File: config.mk
export PLATFORM = sky130hd
export DESIGN_NAME = serial_mag_comp
export DESIGN_NICKNAME = d
export VERILOG_FILES = /design/src/rtl/serial_mag_comp.sv
export SDC_FILE = /design/constraint.sdc
export NUM_CORES = 1
export LEC_CHECK = 0
export ABC_CLOCK_PERIOD_IN_PS = 5500
export BUFFER_PORTS_ARGS = -buffer_cell sky130_fd_sc_hd__buf_4
export CAP_MARGIN = 10
export CORE_MARGIN = 1.5
export CORE_UTILIZATION = 59
export CTS_BUF_LIST = sky130_fd_sc_hd__clkbuf_4 sky130_fd_sc_hd__clkbuf_8
export CTS_CLUSTER_DIAMETER = 50
export DETAILED_ROUTE_END_ITERATION = 10
export MAX_ROUTING_LAYER = met4
export PLACE_DENSITY = 0.86
export SLEW_MARGIN = 20
export SYNTH_ARGS = -nofsm -noshare
export SYNTH_HDL_FRONTEND = slang
export SYNTH_SLANG_ARGS = --single-unit
File: constraint.sdc
create_clock -name clk -period 5.5 [get_ports clk]
set_input_delay 0.825 -clock clk [delete_from_list [all_inputs] [get_ports clk]]
set_output_delay 0.825 -clock clk [all_outputs]
set_load 0.005 [all_outputs]
File: src/rtl/serial_mag_comp.sv
// Iterative magnitude comparator: examines one DIGIT-bit slice per clock, MSB slice first.
// Registered agb/alb/aeb flags and slice count are held until the next completion.
module serial_mag_comp #(
  parameter int unsigned WIDTH      = 8,
  parameter int unsigned DIGIT      = 2,
  parameter int unsigned EARLY_EXIT = 1,
  localparam int unsigned NDIG      = WIDTH / DIGIT,
  localparam int unsigned CW        = $clog2(NDIG) + 1
) (
  input  logic             clk,
  input  logic             rst_n,
  input  logic             start,
  input  logic             signed_mode,
  input  logic [WIDTH-1:0] a,
  input  logic [WIDTH-1:0] b,
  output logic             busy,
  output logic             done,
  output logic             agb,
  output logic             alb,
  output logic             aeb,
  output logic [CW-1:0]    cycles
);

  localparam int unsigned IW = (NDIG > 1) ? $clog2(NDIG) : 1;
  localparam logic [IW-1:0] IdxTop = IW'(NDIG - 1);
  localparam logic [CW-1:0] NdigC  = CW'(NDIG);

  localparam logic StIdle    = 1'b0;
  localparam logic StCompare = 1'b1;

  logic             state_q, state_d;
  logic [WIDTH-1:0] a_q, a_d, b_q, b_d;
  logic             sgn_q, sgn_d;
  logic [IW-1:0]    idx_q, idx_d;
  logic             decided_q, decided_d;
  logic             gt_q, gt_d;
  logic             agb_q, agb_d, alb_q, alb_d, aeb_q, aeb_d;
  logic [CW-1:0]    cycles_q, cycles_d;
  logic             done_q, done_d;

  logic [WIDTH-1:0] a_sh, b_sh;
  logic [DIGIT-1:0] sa, sb;
  logic             differ, slice_gt, res_dec, res_gt, finish;

  always_comb begin
    a_sh = a_q >> (DIGIT * idx_q);
    b_sh = b_q >> (DIGIT * idx_q);
    sa   = a_sh[DIGIT-1:0];
    sb   = b_sh[DIGIT-1:0];
    // Flipping the sign bit maps two's-complement order onto unsigned order.
    if (sgn_q && (idx_q == IdxTop)) begin
      sa[DIGIT-1] = ~sa[DIGIT-1];
      sb[DIGIT-1] = ~sb[DIGIT-1];
    end
    differ   = (sa != sb);
    slice_gt = (sa > sb);
    res_dec  = decided_q | differ;
    res_gt   = decided_q ? gt_q : slice_gt;
    finish   = ((EARLY_EXIT != 0) && differ) || (idx_q == '0);
  end

  always_comb begin
    state_d   = state_q;
    a_d       = a_q;
    b_d       = b_q;
    sgn_d     = sgn_q;
    idx_d     = idx_q;
    decided_d = decided_q;
    gt_d      = gt_q;
    agb_d     = agb_q;
    alb_d     = alb_q;
    aeb_d     = aeb_q;
    cycles_d  = cycles_q;
    done_d    = 1'b0;
    case (state_q)
      StIdle: begin
        if (start) begin
          a_d       = a;
          b_d       = b;
          sgn_d     = signed_mode;
          idx_d     = IdxTop;
          decided_d = 1'b0;
          gt_d      = 1'b0;
          state_d   = StCompare;
        end
      end
      StCompare: begin
        if (finish) begin
          agb_d    = res_dec & res_gt;
          alb_d    = res_dec & ~res_gt;
          aeb_d    = ~res_dec;
          cycles_d = NdigC - CW'(idx_q);
          done_d   = 1'b1;
          state_d  = StIdle;
        end else begin
          decided_d = res_dec;
          gt_d      = res_gt;
          idx_d     = idx_q - IW'(1);
        end
      end
      default: state_d = StIdle;
    endcase
  end

  always_ff @(posedge clk) begin
    if (!rst_n) begin
      state_q   <= StIdle;
      a_q       <= '0;
      b_q       <= '0;
      sgn_q     <= 1'b0;
      idx_q     <= '0;
      decided_q <= 1'b0;
      gt_q      <= 1'b0;
      agb_q     <= 1'b0;
      alb_q     <= 1'b0;
      aeb_q     <= 1'b0;
      cycles_q  <= '0;
      done_q    <= 1'b0;
    end else begin
      state_q   <= state_d;
      a_q       <= a_d;
      b_q       <= b_d;
      sgn_q     <= sgn_d;
      idx_q     <= idx_d;
      decided_q <= decided_d;
      gt_q      <= gt_d;
      agb_q     <= agb_d;
      alb_q     <= alb_d;
      aeb_q     <= aeb_d;
      cycles_q  <= cycles_d;
      done_q    <= done_d;
    end
  end

  assign busy   = (state_q == StCompare);
  assign done   = done_q;
  assign agb    = agb_q;
  assign alb    = alb_q;
  assign aeb    = aeb_q;
  assign cycles = cycles_q;

endmodule

==> flow_summary.ini, run 1 <==
[critical_path]
r2r_slack_ns = 3.16
critPathLaunchType = flip-flop
crit_path_cell_trace = mux4_2 > xor2_1 > ha_1 > and4b_1 > nor3_1 > a211oi_1
startpoint = idx_q[0]$_SDFFE_PN0P_
r2r-end = idx_q[1]$_SDFFE_PN0P_
endpoint = idx_q[1]$_SDFFE_PN0P_
crit_type = flip-flop to flip-flop
crit_family = flip-flops
cp-end-kind = flip-flop
crit_arrival_ns = 2.58
critPathBufInv = 0
worstReg2RegStart = idx_q[0]$_SDFFE_PN0P_
reg2reg_depth = 6
max_stage_delay_ns = 0.56
cp.depth = 6
cp.required_ns = 5.74
critPathMaxFanout = 8
slowest_stage = dfxtp_1

[place]
io_buffer_count = 27
gp_congestion = 0.809
dpl.hpwl_mm = 1.75

[die]
ios = 28
fp.dieW_um = 49.6
start_util_pct = 64.0
die_area_um2 = 2460
core_area_um2 = 2000
rows = 16
die_h_um = 49.6

[grt]
antenna_found_initial = 0
grt_pass1_vias = 1093
grt.total_usage_pct = 25.3
grt_pass1_wl_mm = 4.64
grt_start_max_net_pins = 24
gr-total-overflow = 0

[synthesis]
seq_area_frac_synth_pct = 45.3
ys_top_cells_by_count = nand2_1 (44), dfxtp_1 (29), a21oi_1 (20)
synth.distinct_cells = 31
netlist_area_um2 = 1280
ys_dominant_reg_cell = dfxtp_1
synth.top_cell.area_share_pct = 45.3
synthTopCellsByArea = dfxtp_1 (45%), nand2_1 (13%), a21oi_1 (7.8%)
syn-num-nets = 169
synth_largest_area_cell = dfxtp_1
synth.avg_cell_area_um2 = 8.84
async_reset_ff_share_pct = 0
synth_edf_count = 0
synth_most_common_cell = nand2_1
yosys_warnings = 0
netlist_instances = 145
ys_ff_latch = 29

[sta]
maxSlewViolCount = 0
finalHoldViolCount = 0
fmax_ghz = 0.427
rsz0062_at_grt = no
timing.setup.tns_ns = 0
setup_violations = 0
timing.final.crit_period_ns = 2.34
clock-skew-final_ns = 0.00982
period_share_pct = 42.6
maxSlewHeadroom_pct = 49.4
tightest_slew_ns = 0.755

[cells_and_area]
diodes = 0
synthToLayoutAreaGrowth_pct = 18.9
drive_gt1_share_pct = 23.5
nNetsFinal = 193
fillers = 151
final_util_pct = 76.1

[power]
p_leak_uw = 0.000665
p_per_area_nw_per_um2 = 308
irDropWorstVdd_mv = 0.227

[routing]
post_drt_wl_per_cell_um = 12.7
drt-initial-drc-count = 28
num_vias = 1051
ant_nets = 0
viasPerCell = 5.34
dr.pass1.iters = 4
drc_errors = 0
totalWireLength_mm = 2.50

[clocking]
cts_buffers = 5
clock_latency_ns = 0.33
ctsResizeCount = 0
post-cts-setup-buffers = 0
cts_tree = done
clk_pin_slew_ns = 0.09
clock-sinks = 29
cts-htree-levels = 2
cts_root_buf = clkbuf_4
hold_buffers = 0
cts_buffer_depth = 2

[worst_hold_path]
hp-class = flip-flop to flip-flop

[status]
status = finished clean

[flow_run]
max_cap_violations = 0
-- cell families (layout without fill, tap and decap cells) --
group	Yosys count	after routing	share of synthesized area, %
XOR/XNOR	2	2	1.37
AND/OR/NAND/NOR	59	59	19.2
multiplexers	6	6	9.18
AO/OA/AOI/OAI	30	30	14.4
flip-flops	29	29	45.3
buffers and inverters	15	40	6.64
adder cells (fa/ha/maj)	4	4	3.91
-- state kept, by name, indices dropped and copies added (netlist names) --
register,cells
sgn_q,1
gt_q,1
idx_q,2
busy,1
alb,1
aeb,1
a_q,8
cycles,3
b_q,8
decided_q,1
agb,1
done,1
-- worst min-delay path by stage --
stage	from	endpoint	slack (ns)	depth (start not counted)
after global routing	gt_q$_SDFFE_PN0P_	gt_q$_SDFFE_PN0P_	0.48	2
after CTS	a_q[0]$_SDFFE_PN0P_	a_q[0]$_SDFFE_PN0P_	0.46	2
after floorplan	gt_q$_SDFFE_PN0P_	gt_q$_SDFFE_PN0P_	0.42	2
final	gt_q$_SDFFE_PN0P_	gt_q$_SDFFE_PN0P_	0.46	2
after global placement	gt_q$_SDFFE_PN0P_	gt_q$_SDFFE_PN0P_	0.43	2
after detailed placement	a_q[0]$_SDFFE_PN0P_	a_q[0]$_SDFFE_PN0P_	0.45	2
-- worst register-to-register path, cell delays in order (launching register included) --
cell,delay [ns]
dfxtp_1,0.56
mux4_2,0.57
xor2_1,0.16
ha_1,0.33
and4b_1,0.29
nor3_1,0.07
a211oi_1,0.27
-- cell usage in the layout (no fill, tap or decap), types with 3 or more instances in the layout --
cell,Yosys,final
dfxtp_1,29,29
a21oi_1,20,20
nor3_1,3,3
inv_1,5,5
clkbuf_4,0,5
nand2_1,44,44
buf_4,5,27
nor2_1,5,5
ha_1,4,4
-- where the power goes --
group | internal (µW) | switching (µW) | leakage, µW | total (µW)
sequential | 224 | 12.4 | 0.000238 | 237
combinational | 42.2 | 42.8 | 0.000386 | 85.0
clock | 74.0 | 73.5 | 0.0000413 | 147
-- layout make-up --
class	instances	area (µm²)	area share [%]
clock buffers	7	65.1	4.27
clock inverters	1	5.00	0.328
inverters	5	18.8	1.23
multi-input cells	101	618	40.6
flip-flops and latches	29	581	38.1
well taps	27	33.8	2.22
repair buffers	27	203	13.3
-- per-stage QoR --
stage	setup WS, ns	power, µW	cell area [µm²]	hold WS [ns]	cells
4_1_cts	3.15	470	1520	0.458	197
3_3_place_gp	3.22	322	1450	0.433	189
5_1_grt	3.00	494	1520	0.477	197
2_1_floorplan	3.48	300	1280	0.425	145
3_5_place_dp	3.20	326	1450	0.446	189
6_report	3.16	469	1520	0.459	197
-- per-layer routing --
metal | track usage, % | share of wire, %
met5 | - | 0
met4 | 6.02 | 0.84
met3 | 9.09 | 5.2
met2 | 42.9 | 51
met1 | 28.5 | 43
(Power assumes the default switching activity.)
==> inputs of run 2 (changes only) <==
ABC_AREA = 1   (was unset)
ABC_CLOCK_PERIOD_IN_PS = 2200   (was 5500)
CORE_UTILIZATION = 56   (was 59)
PLACE_DENSITY = 0.81   (was 0.86)
clock period = 2.2 ns   (was 5.5 ns; I/O delays follow)
==> run 2 against run 1 <==
Against the previous run: sequential share of layout area down 1.3 points; critical endpoint unchanged; maximum frequency up 22%; count of clock-buffer cells in the layout unchanged; via count up 18%; routed wire length up 14%; critical path type unchanged; combinational power rose to 3.7 times the previous value; die area up 10%; synthesized cell count up 21%; hold slack worse by 0.22 ns; clock power up 150%.
==> flow_summary.ini, run 2 <==
[routing]
dr.pass1.iters = 6
drc_errors = 0
num_vias = 1238
viasPerCell = 5.34
drt-initial-drc-count = 33
totalWireLength_mm = 2.85
ant_nets = 0
post_drt_wl_per_cell_um = 12.3

[power]
p_sw_uw = 394
p_per_area_nw_per_um2 = 811
p_sw_share_pct = 30.7
combPwrFrac_pct = 24.5
internal-power_uw = 889
p_leak_uw = 0.000712
seq_power_share_pct = 47.4
irDropWorstVdd_mv = 0.619
clkPwrFrac_pct = 28.1

[synthesis]
ys_top_cells_by_count = nor2_1 (49), dfxtp_1 (29), nand2_1 (21)
synth_largest_area_cell = dfxtp_1
netlist_instances = 176
async_reset_ff_share_pct = 0
syn-num-nets = 200
ys_dominant_reg_cell = dfxtp_1
synth_most_common_cell = nor2_1
seq_area_frac_synth_pct = 43.1
synthTopCellsByArea = dfxtp_1 (43%), nor2_1 (14%), o21ai_0 (6.7%)
synth.avg_cell_area_um2 = 7.65
synth.distinct_cells = 24
netlist_area_um2 = 1350
yosys_warnings = 0
synth_edf_count = 0
synth.top_cell.area_share_pct = 43.1
ys_ff_latch = 29

[grt]
gr-total-overflow = 0
grt_start_max_net_pins = 26
grt.total_usage_pct = 25.8
grt_pass1_vias = 1178
antenna_found_initial = 0
grt_pass1_wl_mm = 4.92

[sta]
rsz0062_at_grt = no
setup_violations = 0
period_share_pct = 87.4
finalHoldViolCount = 0
timing.final.crit_period_ns = 1.92
tightest_slew_ns = 0.263
fmax_ghz = 0.520
timing.setup.tns_ns = 0
maxSlewHeadroom_pct = 82.4
clock-skew-final_ns = 0.00711
holdWs_ns = 0.242
maxSlewViolCount = 0

[cells_and_area]
instances_no_fill = 232
synthToLayoutAreaGrowth_pct = 17.4
drive_gt1_share_pct = 24.0
final_common_cell = nor2_1
layout_common_cells = nor2_1 (49), dfxtp_1 (28), buf_4 (27), nand2_1 (21), o21ai_0 (18)
diodes = 0
nNetsFinal = 227

[die]
die_area_um2 = 2710
die_h_um = 52.0
ios = 28
rows = 17
start_util_pct = 60.3
fp.dieW_um = 52.0
core_area_um2 = 2230

[clocking]
post-cts-setup-buffers = 0
cts_buffers = 5
cts_root_buf = clkbuf_4
clock-sinks = 29
cts_tree = done
hold_buffers = 0
cts-htree-levels = 2
clk_pin_slew_ns = 0.09
cts_buffer_depth = 2
clock_latency_ns = 0.32

[critical_path]
critPathLaunchType = flip-flop
crit_type = flip-flop to flip-flop
crit_arrival_ns = 2.18
cp.required_ns = 2.46
critPathMaxFanout = 7
cp-end-kind = flip-flop

[place]
io_buffer_count = 27
gp_congestion = 0.815
placed_cells = 224
dpl.hpwl_mm = 2.12

[flow_run]
max_cap_violations = 0

[status]
status = finished clean

[worst_hold_path]
hp-class = primary input to flip-flop
-- run 2: routing by layer --
layer | GRT usage [%] | share of wire [%] | vias up
li1 | - | - | 620
met1 | 28.0 | 41 | 563
met2 | 41.1 | 51 | 49
met3 | 7.18 | 5.3 | 6
met4 | 16.7 | 2.1 | 0
met5 | - | 0 | -
-- run 2: logic make-up (layout without fill, tap and decap cells) --
kind of cell               count (synthesis)  count (layout)  share of synthesized area, %
buffers and inverters                     20              48                          9.76
adders and majority gates                  4               4                          3.72
xor gates and xnor gates                   2               2                          1.30
AOI/OAI and AO/OA                         33              33                          13.2
DFF                                       29              29                          43.1
and+or+nand+nor                           88              88                          28.9
-- run 2: stage by stage --
stage          worst slack, ns  area (µm²)  total power, µW  util, %
6_report                 0.276        1580             1280     70.8
3_5_place_dp             0.223        1510              932     67.6
4_1_cts                  0.200        1580             1290     70.7
5_1_grt                  0.104        1580             1370     70.8
2_1_floorplan            0.430        1350              849        -
3_3_place_gp             0.328        1510              911     67.6
-- run 2: final cells by class --
class / count / area [µm²]
well taps: 28 / 35.0
repair buffers: 27 / 203
flip-flops and latches: 29 / 582
inverters: 13 / 56.3
fillers: 197 / 653
clock buffers: 7 / 65.1
multi-input cells: 127 / 634
clock inverters: 1 / 5.00
-- run 2: repair_timing --
action | in CTS | in global routing
resized for setup | 0 | 1
endpoints found under the setup margin | 0 | 1
endpoints found under the hold margin | 0 | 0
-- run 2: worst max-delay path, cell delays in order, from the launching register on --
cell and delay (ns):
dfxtp_1 0.48, ha_1 0.20, nand2_1 0.10, xor2_1 0.18, ha_1 0.33, nand2_2 0.08, nor2_4 0.11, nand2_1 0.12
nand2_2 0.10, nand2_2 0.05, a21oi_2 0.11
-- run 2: power by group through the flow --
stage	Clock [µW]	Combinational, µW	Sequential [µW]
final	361	314	608
after global routing	398	358	613
after CTS	368	315	607
after detailed placement	0	314	619
after global placement	0	295	616
after floorplan	0	242	607
-- run 2: path summary, 6_finish.rpt --
kind / from / to / slack, ns / depth (start not counted)
setup / recovery: idx_q[1]$_SDFFE_PN0P_ / idx_q[1]$_SDFFE_PN0P_ / 0.28 / 10
hold / removal: a[7] / a_q[7]$_SDFFE_PN0P_ / 0.24 / 3
setup reg to reg: idx_q[1]$_SDFFE_PN0P_ / idx_q[1]$_SDFFE_PN0P_ / 0.28 / 10
hold reg to reg: alb$_SDFFE_PN0P_ / alb$_SDFFE_PN0P_ / 0.48 / 2
